[config.mk]
export PLATFORM = sky130hd
export DESIGN_NAME = sha_1_pad
export DESIGN_NICKNAME = d
export VERILOG_FILES = /design/src/rtl/sha_1_pad_pkg.sv /design/src/rtl/sha_1_pad_word.sv /design/src/rtl/sha_1_pad.sv
export SDC_FILE = /design/constraint.sdc
export NUM_CORES = 1
export LEC_CHECK = 0
export CORE_ASPECT_RATIO = 0.8
export CORE_MARGIN = 1.5
export CORE_UTILIZATION = 35
export CTS_BUF_LIST = sky130_fd_sc_hd__clkbuf_4 sky130_fd_sc_hd__clkbuf_8
export DETAILED_ROUTE_END_ITERATION = 10
export HOLD_SLACK_MARGIN = 0.08
export SETUP_SLACK_MARGIN = 0.1
export SLEW_MARGIN = 20
export SYNTH_ARGS = -nofsm -noshare
export SYNTH_HDL_FRONTEND = slang
export SYNTH_HIERARCHICAL = 1
export SYNTH_SLANG_ARGS = --single-unit
[constraint.sdc]
create_clock -name clk -period 13.9 [get_ports clk]
set_input_delay 3.475 -clock clk [delete_from_list [all_inputs] [get_ports clk]]
set_output_delay 3.475 -clock clk [all_outputs]
set_load 0.01 [all_outputs]
[src/rtl/sha_1_pad_pkg.sv]
// sha_const: padder state encoding and block geometry shared by the SHA-1 message formatter.
package sha_const;
    typedef enum logic [2:0] {IDLE, FILL, SEND, WAIT, PAD} pad_state_t;
    localparam logic [31:0] PAD_WORD = 32'h8000_0000;
    localparam int BLOCK_W = 512;
    localparam int WORDS = 16;
endpackage

[src/rtl/sha_1_pad_word.sv]
// sha_1_pad_word: masks the final message word and inserts the 0x80 pad byte after its valid bytes.
// SHA_1_PAD_BYTE_EN undefined: every final word is full, so the pad byte always moves to the next slot.
module sha_1_pad_word (
    input  logic [31:0] word,
`ifdef SHA_1_PAD_BYTE_EN
    input  logic [2:0]  bytes,
`endif
    output logic [31:0] padded,
    output logic        carry
);
`ifdef SHA_1_PAD_BYTE_EN
    always_comb begin
        padded = bytes == 3'd1 ? {word[31:24], 24'h80_0000} :
                 bytes == 3'd2 ? {word[31:16], 16'h8000} :
                 bytes == 3'd3 ? {word[31:8], 8'h80} : word;
        carry = !(bytes inside {3'd1, 3'd2, 3'd3});
    end
`else
    assign padded = word;
    assign carry = 1'b1;
`endif
endmodule

[src/rtl/sha_1_pad.sv]
// sha_1_pad: FIPS 180-4 padder packing a 32-bit word stream into 512-bit blocks for the SHA-1 core.
// SHA_1_PAD_BYTE_EN adds in_bytes for byte-granular message lengths.
module sha_1_pad
    import sha_const::*;
(
    input  logic           rst,
    input  logic           clk,
    input  logic [31:0]    in_data,
    input  logic           in_valid,
    input  logic           in_last,
`ifdef SHA_1_PAD_BYTE_EN
    input  logic [2:0]     in_bytes,
`endif
    output logic           in_ready,
    output logic [BLOCK_W-1:0] Data,
    output logic [63:0]    Index,
    output logic           Enable,
    input  logic           Ready,
    output logic           msg_done
);
    pad_state_t state, state_nx;
    logic [31:0] blk [WORDS];
    logic [31:0] blk_last [WORDS];
    logic [3:0]  wcnt;
    logic [60:0] len, len_nx;
    logic [2:0]  nbytes;
    logic [31:0] word_pad;
    logic [4:0]  pad_slot;
    logic [63:0] bit_len, bit_len_nx;
    logic        fin, pend, lead, carry, fits, accept;

`ifdef SHA_1_PAD_BYTE_EN
    assign nbytes = in_bytes inside {3'd1, 3'd2, 3'd3} ? in_bytes : 3'd4;
    sha_1_pad_word u_word (.word(in_data), .bytes(nbytes), .padded(word_pad), .carry(carry));
`else
    assign nbytes = 3'd4;
    sha_1_pad_word u_word (.word(in_data), .padded(word_pad), .carry(carry));
`endif

    assign accept = in_valid && in_ready;
    assign len_nx = len + 61'(nbytes);
    assign bit_len_nx = {len_nx, 3'b000};
    assign bit_len = {len, 3'b000};
    assign pad_slot = {1'b0, wcnt} + {4'b0000, carry};
    assign fits = pad_slot <= 5'd13;

    for (genvar g = 0; g < WORDS; g++) begin : g_data
        assign Data[g*32 +: 32] = blk[g];
    end

    // Final-word image of the whole block: data kept below the last slot, pad after, length if it fits.
    always_comb begin
        for (int i = 0; i < WORDS; i++)
            blk_last[i] = 5'(i) < {1'b0, wcnt} ? blk[i] :
                          5'(i) == {1'b0, wcnt} ? word_pad :
                          (carry && 5'(i) == pad_slot) ? PAD_WORD : '0;
        if (fits) begin
            blk_last[14] = bit_len_nx[63:32];
            blk_last[15] = bit_len_nx[31:0];
        end
    end

    always_ff @(posedge clk)
        state <= !rst ? IDLE : state_nx;

    always_comb begin
        state_nx = state;
        in_ready = rst && (state == IDLE || state == FILL);
        Enable = rst && state == SEND;
        msg_done = rst && state == WAIT && Ready && fin;
        unique case (state)
            IDLE, FILL: state_nx = !accept ? state : (in_last || wcnt == 4'd15) ? SEND : FILL;
            SEND:       state_nx = WAIT;
            WAIT:       state_nx = !Ready ? WAIT : fin ? IDLE : pend ? PAD : FILL;
            PAD:        state_nx = SEND;
            default:    state_nx = IDLE;
        endcase
    end

    always_ff @(posedge clk) begin
        if (!rst) begin
            for (int i = 0; i < WORDS; i++) blk[i] <= '0;
            wcnt <= '0;
            len <= '0;
            Index <= '0;
            fin <= 1'b0;
            pend <= 1'b0;
            lead <= 1'b0;
        end else if (accept) begin
            if (state == IDLE) Index <= 64'd1;
            wcnt <= wcnt + 4'd1;
            len <= len_nx;
            if (in_last) begin
                for (int i = 0; i < WORDS; i++) blk[i] <= blk_last[i];
                fin <= fits;
                pend <= !fits;
                lead <= carry && wcnt == 4'd15;
            end else begin
                blk[wcnt] <= in_data;
            end
        end else if (state == WAIT && Ready) begin
            wcnt <= '0;
            if (fin) begin
                Index <= '0;
                len <= '0;
                fin <= 1'b0;
            end else if (!pend) begin
                Index <= Index + 64'd1;
            end
        end else if (state == PAD) begin
            // Length-only block; carries the lead pad word when the data ended exactly on a block edge.
            for (int i = 0; i < WORDS; i++) blk[i] <= '0;
            blk[0] <= lead ? PAD_WORD : '0;
            blk[14] <= bit_len[63:32];
            blk[15] <= bit_len[31:0];
            Index <= Index + 64'd1;
            fin <= 1'b1;
            pend <= 1'b0;
        end
    end
endmodule

# Word-level counts from Yosys, hierarchy flattened
# Memory sizes are Yosys's and may differ from the RTL's.
# Cells that the tools add are included.
[op_classes] mux=126 magnitude_cmp=16 bitwise=35 n_eq_ne=40 add_sub_neg=4 n_reduce_logical=24
[op_table] operator="$mux 32" count=84
[op_table] operator="$mux 64" count=7
[op_table] operator="$mux 61" count=3
[op_table] operator="$add 64x1->64 const B" count=1
[op_table] operator="$add 61x3->61 const B" count=1
[op_table] operator="$eq 4x5->1 const A" count=8
[op_table] operator="$or 1x1->1" count=35
[op_table] operator="$eq 4x4->1 const A" count=8
[op_table] operator="$reduce_or 32->1" count=1
[op_table] operator="$lt 4x4->1 const A" count=7
[op_table] operator="$mux 1" count=23
[op_table] operator="$eq 3x5->1 const A" count=4
[op_table] operator="$eq 3x4->1 const A" count=4
[op_table] operator="$lt 3x4->1 const A" count=4
[op_table] operator="$mux 3" count=4
[op_table] operator="$mux 4" count=3
[op_table] operator="$pmux 3 s4" count=1
[op_table] operator="$eq 2x5->1 const A" count=2
[op_table] operator="$eq 2x4->1 const A" count=2
[op_table] operator="$lt 1x4->1 const A" count=2
[op_table] operator="$lt 2x4->1 const A" count=2
[op_table] operator="$logic_and 1x1->1" count=7
[op_table] operator="$eq 3x2->1 const B" count=2
[op_table] operator="$ne 2x2->1 const B" count=3
[op_table] operator="21 further kinds" count=27
[word_totals] output_inout_bits=579 ramBits=512 n_memories=1 elab_cells=253 reg_bits=135
[memory_table] memory="blk" depth=16 word_bits=32 rd=16 rd_clocked_by_memory_dff=0 wr=16 line="sha_1_pad.sv:22" rtl="logic [31:0] blk [WORDS];"

# Depth between registers and ports, before layout
[depth] word_depth=11 depth_mapped=10 depth_no_buf=7

# Cells and area by module
# The synthesis kept the hierarchy.
[modules_own_cells] mod="sha_1_pad" area_each_um2=29827.4 instances=1 cells_per_inst=2799 seq_area_each_um2=18037.3
[modules_own_cells] mod="sha_1_pad_word" area_each_um2=251.5 instances=1 cells_per_inst=34 seq_area_each_um2=0.0

# Worst setup path before layout
# OpenSTA, ideal clock, no wires.
[synth_timing] path_type="input to output" startpoint="in rst" endpoint="out msg_done" path_slack_ps=6140 arrival_ps=4285 path_buffers=2 stages=4 cell_sequence="inv_1 -> clkbuf_1 -> buf_1 -> nor2_1"
[synth_between] elab_chain_len=3
[synth_rtl] item="start, declared" line="sha_1_pad.sv:6" rtl="input logic rst,"
[synth_rtl] item="$logic_and 1x1->1 (3 in a row)" line="sha_1_pad.sv:70" rtl="msg_done = rst && state == WAIT && Ready && fin;"
[synth_rtl] item="end, declared" line="sha_1_pad.sv:19" rtl="output logic msg_done"
# Every way passes these cells.

# Final worst setup path
[layout_timing] startpoint="in rst" endpoint="out Enable"
[layout_between] elab_chain_len=1
[layout_rtl] item="$logic_and 1x1->1" line="sha_1_pad.sv:69" rtl="Enable = rst && state == SEND;"
[layout_rtl] item="end, declared" line="sha_1_pad.sv:17" rtl="output logic Enable,"
# Every way passes these cells.

==> summary.md <==
| Metric | Value |
|---|---|
| Status | finished, final reports clean |
| Cell with the biggest individual delay on the critical path | sky130_fd_sc_hd__clkdlybuf4s50_1 |
| Commonest cells in the netlist | sky130_fd_sc_hd__edfxtp_1, sky130_fd_sc_hd__nor2_1, sky130_fd_sc_hd__nand2_1, sky130_fd_sc_hd__clkbuf_1, sky130_fd_sc_hd__o21ai_0 |
| Via count of the first global-routing pass | 22790 |
| Area of the placeable core | 84510 sq um |
| Routed via count | 25160 |
| Sinks on Clock Net | 645 |
| Critical Path End Type | output pin |
| Part of the Yosys area used for sequential elements | 59.97% |
| Average via count per standard cell | 5.544 |
| Cell Pwr Density | 112.5 nW/um^2 |
| Worst path arrival time | 5560 ps |
| Insertion delay of the later-clocked pin in the worst-skew pair | 760 ps |
| Reg2Reg Capture Point | blk[13][1]$_DFFE_PP_ |
| Synth Register Bits | 645 |
| Mapped cell area | 30080 sq um |
| Endpoints failing hold | 0 |
| Slew at the pin closest to its max-slew limit | 1181 ps |
| Top post-synthesis cells by area | sky130_fd_sc_hd__edfxtp_1, sky130_fd_sc_hd__dfxtp_1, sky130_fd_sc_hd__nor2_1, sky130_fd_sc_hd__a22o_1, sky130_fd_sc_hd__nand2_1 |
| Root Buffer | sky130_fd_sc_hd__clkbuf_8 |
| Worst hold-check path type | register to register |
| Setup fix buffers added after clock tree synthesis | 0 |
| Cell Rows | 95 |
| Most numerous cell in the Yosys netlist | sky130_fd_sc_hd__edfxtp_1 |
| Static Leakage | 13.63 nW |
| Hold-fix buffer count after cts | 0 |
| Total CTS buffers | 109 |
| Warning count from the yosys run | 6 |
| CP Class | input pin to output pin |
| Most common flop cell mapped by yosys | sky130_fd_sc_hd__edfxtp_1 |
| Critical Path RT | 10430 ps |
| Number of H-tree branching levels | 3 |
| Maximum capacitance violations | 0 |
| Fraction of registers with async set or reset after synthesis | 0% |
| Clock input transition at the sequential cells of the worst setup and hold paths | 60 ps |
| Worst Hold Slack | 459.4 ps |
| Critical Path, Cell by Cell | clkdlybuf4s50_1, buf_4, clkinv_1, nor4b_1, clkdlybuf4s50_1 |
| Count of routing violations after the opening detailed-route iteration | 2656 |
| Critical Path Start Type | input pin |
| Final HPWL from detailed placement | 77380 microns |
| Overall Global Routing Usage | 25.61% |
| Largest incremental delay on the critical path | 600 ps |
| Final-report max-slew violation count | 0 |
| Critical path destination | Enable |
| Setup crit start | rst |
| Antenna-violating nets left | 0 |
| CTS max path bufs | 3 |
| Number of unique standard cell types used by synthesis | 83 |
| Final setup skew | 22.24 ps |
| Largest driver fanout on the critical path | 25 |
| Setup Total Neg Slack | 0 ps |
| Total DRC errors in the routed layout | 0 |
| Slew Limit Headroom | 20.94% |
| Number of standard cells after synthesis | 2833 |
| Post-Syn Nets | 2878 |
| Area share of the leading cell type in the synthesized netlist | 51.11% |
| VDD IR-drop max | 75.94 uV |
| Gates resized, CTS repair | 0 |
| Post-layout util | 46.56% |
| Maximum clock frequency | 110.7 MHz |
| Post-detailed-routing wire length | 116700 microns |
| Die span in y | 265.2 microns |
| Share of final-layout standard cells stronger than drive strength 1 | 10.25% |
| Final setup violation count | 0 |
| Largest net degree at the start of global routing | 70 |
| Port-buffer cells | 615 |
| Total Die Area | 87720 sq um |
| Residual overflow from global routing | 0 |
| Final critical path time including I/O delays and setup | 9037 ps |
| Wire length of the first global-routing pass | 164500 microns |
| Per-instance average area after synthesis | 10.62 sq um |
| Most frequent cell on the critical path | sky130_fd_sc_hd__clkdlybuf4s50_1 |
| Cell type with the highest aggregate area in the netlist | sky130_fd_sc_hd__edfxtp_1 |
| Number of nets in the layout | 3379 |
| Share of the cycle needed by the critical path after routing | 65.02% |
| Wirelength per Cell | 25.72 microns |
| Total iterations of the first detailed-routing run | 6 |
| Launch point of the worst reg-to-reg path | state[1]$_SDFFE_PN0P_ |
| Area growth from synthesis to layout | 30.81% |
| Reg-to-reg slack, setup | 10140 ps |
| Final weighted congestion in routability-driven placement | 0.8867 |
| Antenna violations before repair | 2 |
| Die boundary width | 330.8 microns |
| Number of enable flip-flop cells after synthesis | 512 |
| Effective utilization at floorplan | 35.59% |
| Top-level port count | 616 |
| TritonCTS clock tree | yes |
| RSZ-0062 raised after global routing | false |
| Worst reg2reg path depth | 5 |
==> routing by layer <==
layer / vias up / part of all wire (%) / global-route usage (%)
met5: - / 0.010 / 0
met4: 2 / 3.7 / 9.046
met3: 197 / 9.7 / 6.443
met2: 1248 / 44 / 38.01
met1: 12300 / 43 / 36.11
li1: 11420 / - / -
==> where the power goes <==
group | internal [mW] | leakage (nW) | switching, mW
clock network | 0.931 | 1.17 | 0.834
registers | 2.16 | 6.44 | 0.0338
logic | 0.178 | 6.02 | 0.289
total | 3.27 | 13.6 | 1.16
==> layout by cell type, fill, tap and decap left out, types with 44 or more instances in the layout <==
master,Yosys,routed
sky130_fd_sc_hd__clkdlybuf4s50_1,0,613
sky130_fd_sc_hd__edfxtp_1,512,512
sky130_fd_sc_hd__nor2_1,449,441
sky130_fd_sc_hd__nand2_1,271,271
sky130_fd_sc_hd__a21oi_1,146,146
sky130_fd_sc_hd__o21ai_0,152,144
sky130_fd_sc_hd__dfxtp_1,133,133
sky130_fd_sc_hd__a22o_1,131,131
sky130_fd_sc_hd__clkbuf_8,0,118
sky130_fd_sc_hd__buf_4,43,87
sky130_fd_sc_hd__nand3_1,75,75
sky130_fd_sc_hd__and3_1,60,59
sky130_fd_sc_hd__nor3_1,54,48
sky130_fd_sc_hd__nand4_1,44,44
sky130_fd_sc_hd__xnor2_1,44,44
==> stage by stage <==
step / cell area, sq um / instances / worst slack [ps] / power [mW]
after detailed placement: 37120 / 4338 / 4863 / 2.705
final: 39350 / 4539 / 4863 / 4.428
after global routing: 39350 / 4539 / 4767 / 4.572
after floorplan: 30080 / 2833 / 6140 / 2.417
after global placement: 37120 / 4338 / 4905 / 2.704
after CTS: 39340 / 4538 / 4855 / 4.459
==> cell families after synthesis <==
group           Yosys count  synth area share [%]
xor+xnor                 64                 1.864
simple gates           1088                 16.76
mux                      41                 1.498
buf+inv                 330                 4.792
other cells               1               0.01247
fa+ha+maj                 8                0.3328
flops                   645                 59.97
compound gates          656                 14.78
==> critical path, delay by kind of cell <==
family	cells	cell delay, ps
buffers and inverters	4	1730
AND/OR/NAND/NOR	1	360
==> layout make-up <==
class | count | area, sq um
fill | 7832 | 45170
sequential | 645 | 18040
multi-input combinational | 1858 | 10830
timing repair buffer | 702 | 6799
clock buffer | 157 | 1917
tap | 1115 | 1395
clock inverter | 43 | 301.5
inverter | 18 | 67.56
antenna | 1 | 2.502
==> sequential cells by signal, summed over array words and instances (netlist names) <==
name,flops
Index,64
len,59
blk,512
fin,1
pend,1
lead,1
wcnt,4
state,3
==> how the worst min path moves through the flow <==
stage,startpoint,endpoint,slack (ps),depth (start not counted)
final,lead$_SDFFE_PN0N_,lead$_SDFFE_PN0N_,460,2
after global routing,lead$_SDFFE_PN0N_,lead$_SDFFE_PN0N_,470,2
after CTS,lead$_SDFFE_PN0N_,lead$_SDFFE_PN0N_,460,2
after detailed placement,lead$_SDFFE_PN0N_,lead$_SDFFE_PN0N_,450,2
after global placement,lead$_SDFFE_PN0N_,lead$_SDFFE_PN0N_,440,2
after floorplan,lead$_SDFFE_PN0N_,lead$_SDFFE_PN0N_,430,2
No activity file was read; power rests on OpenSTA's default activity.
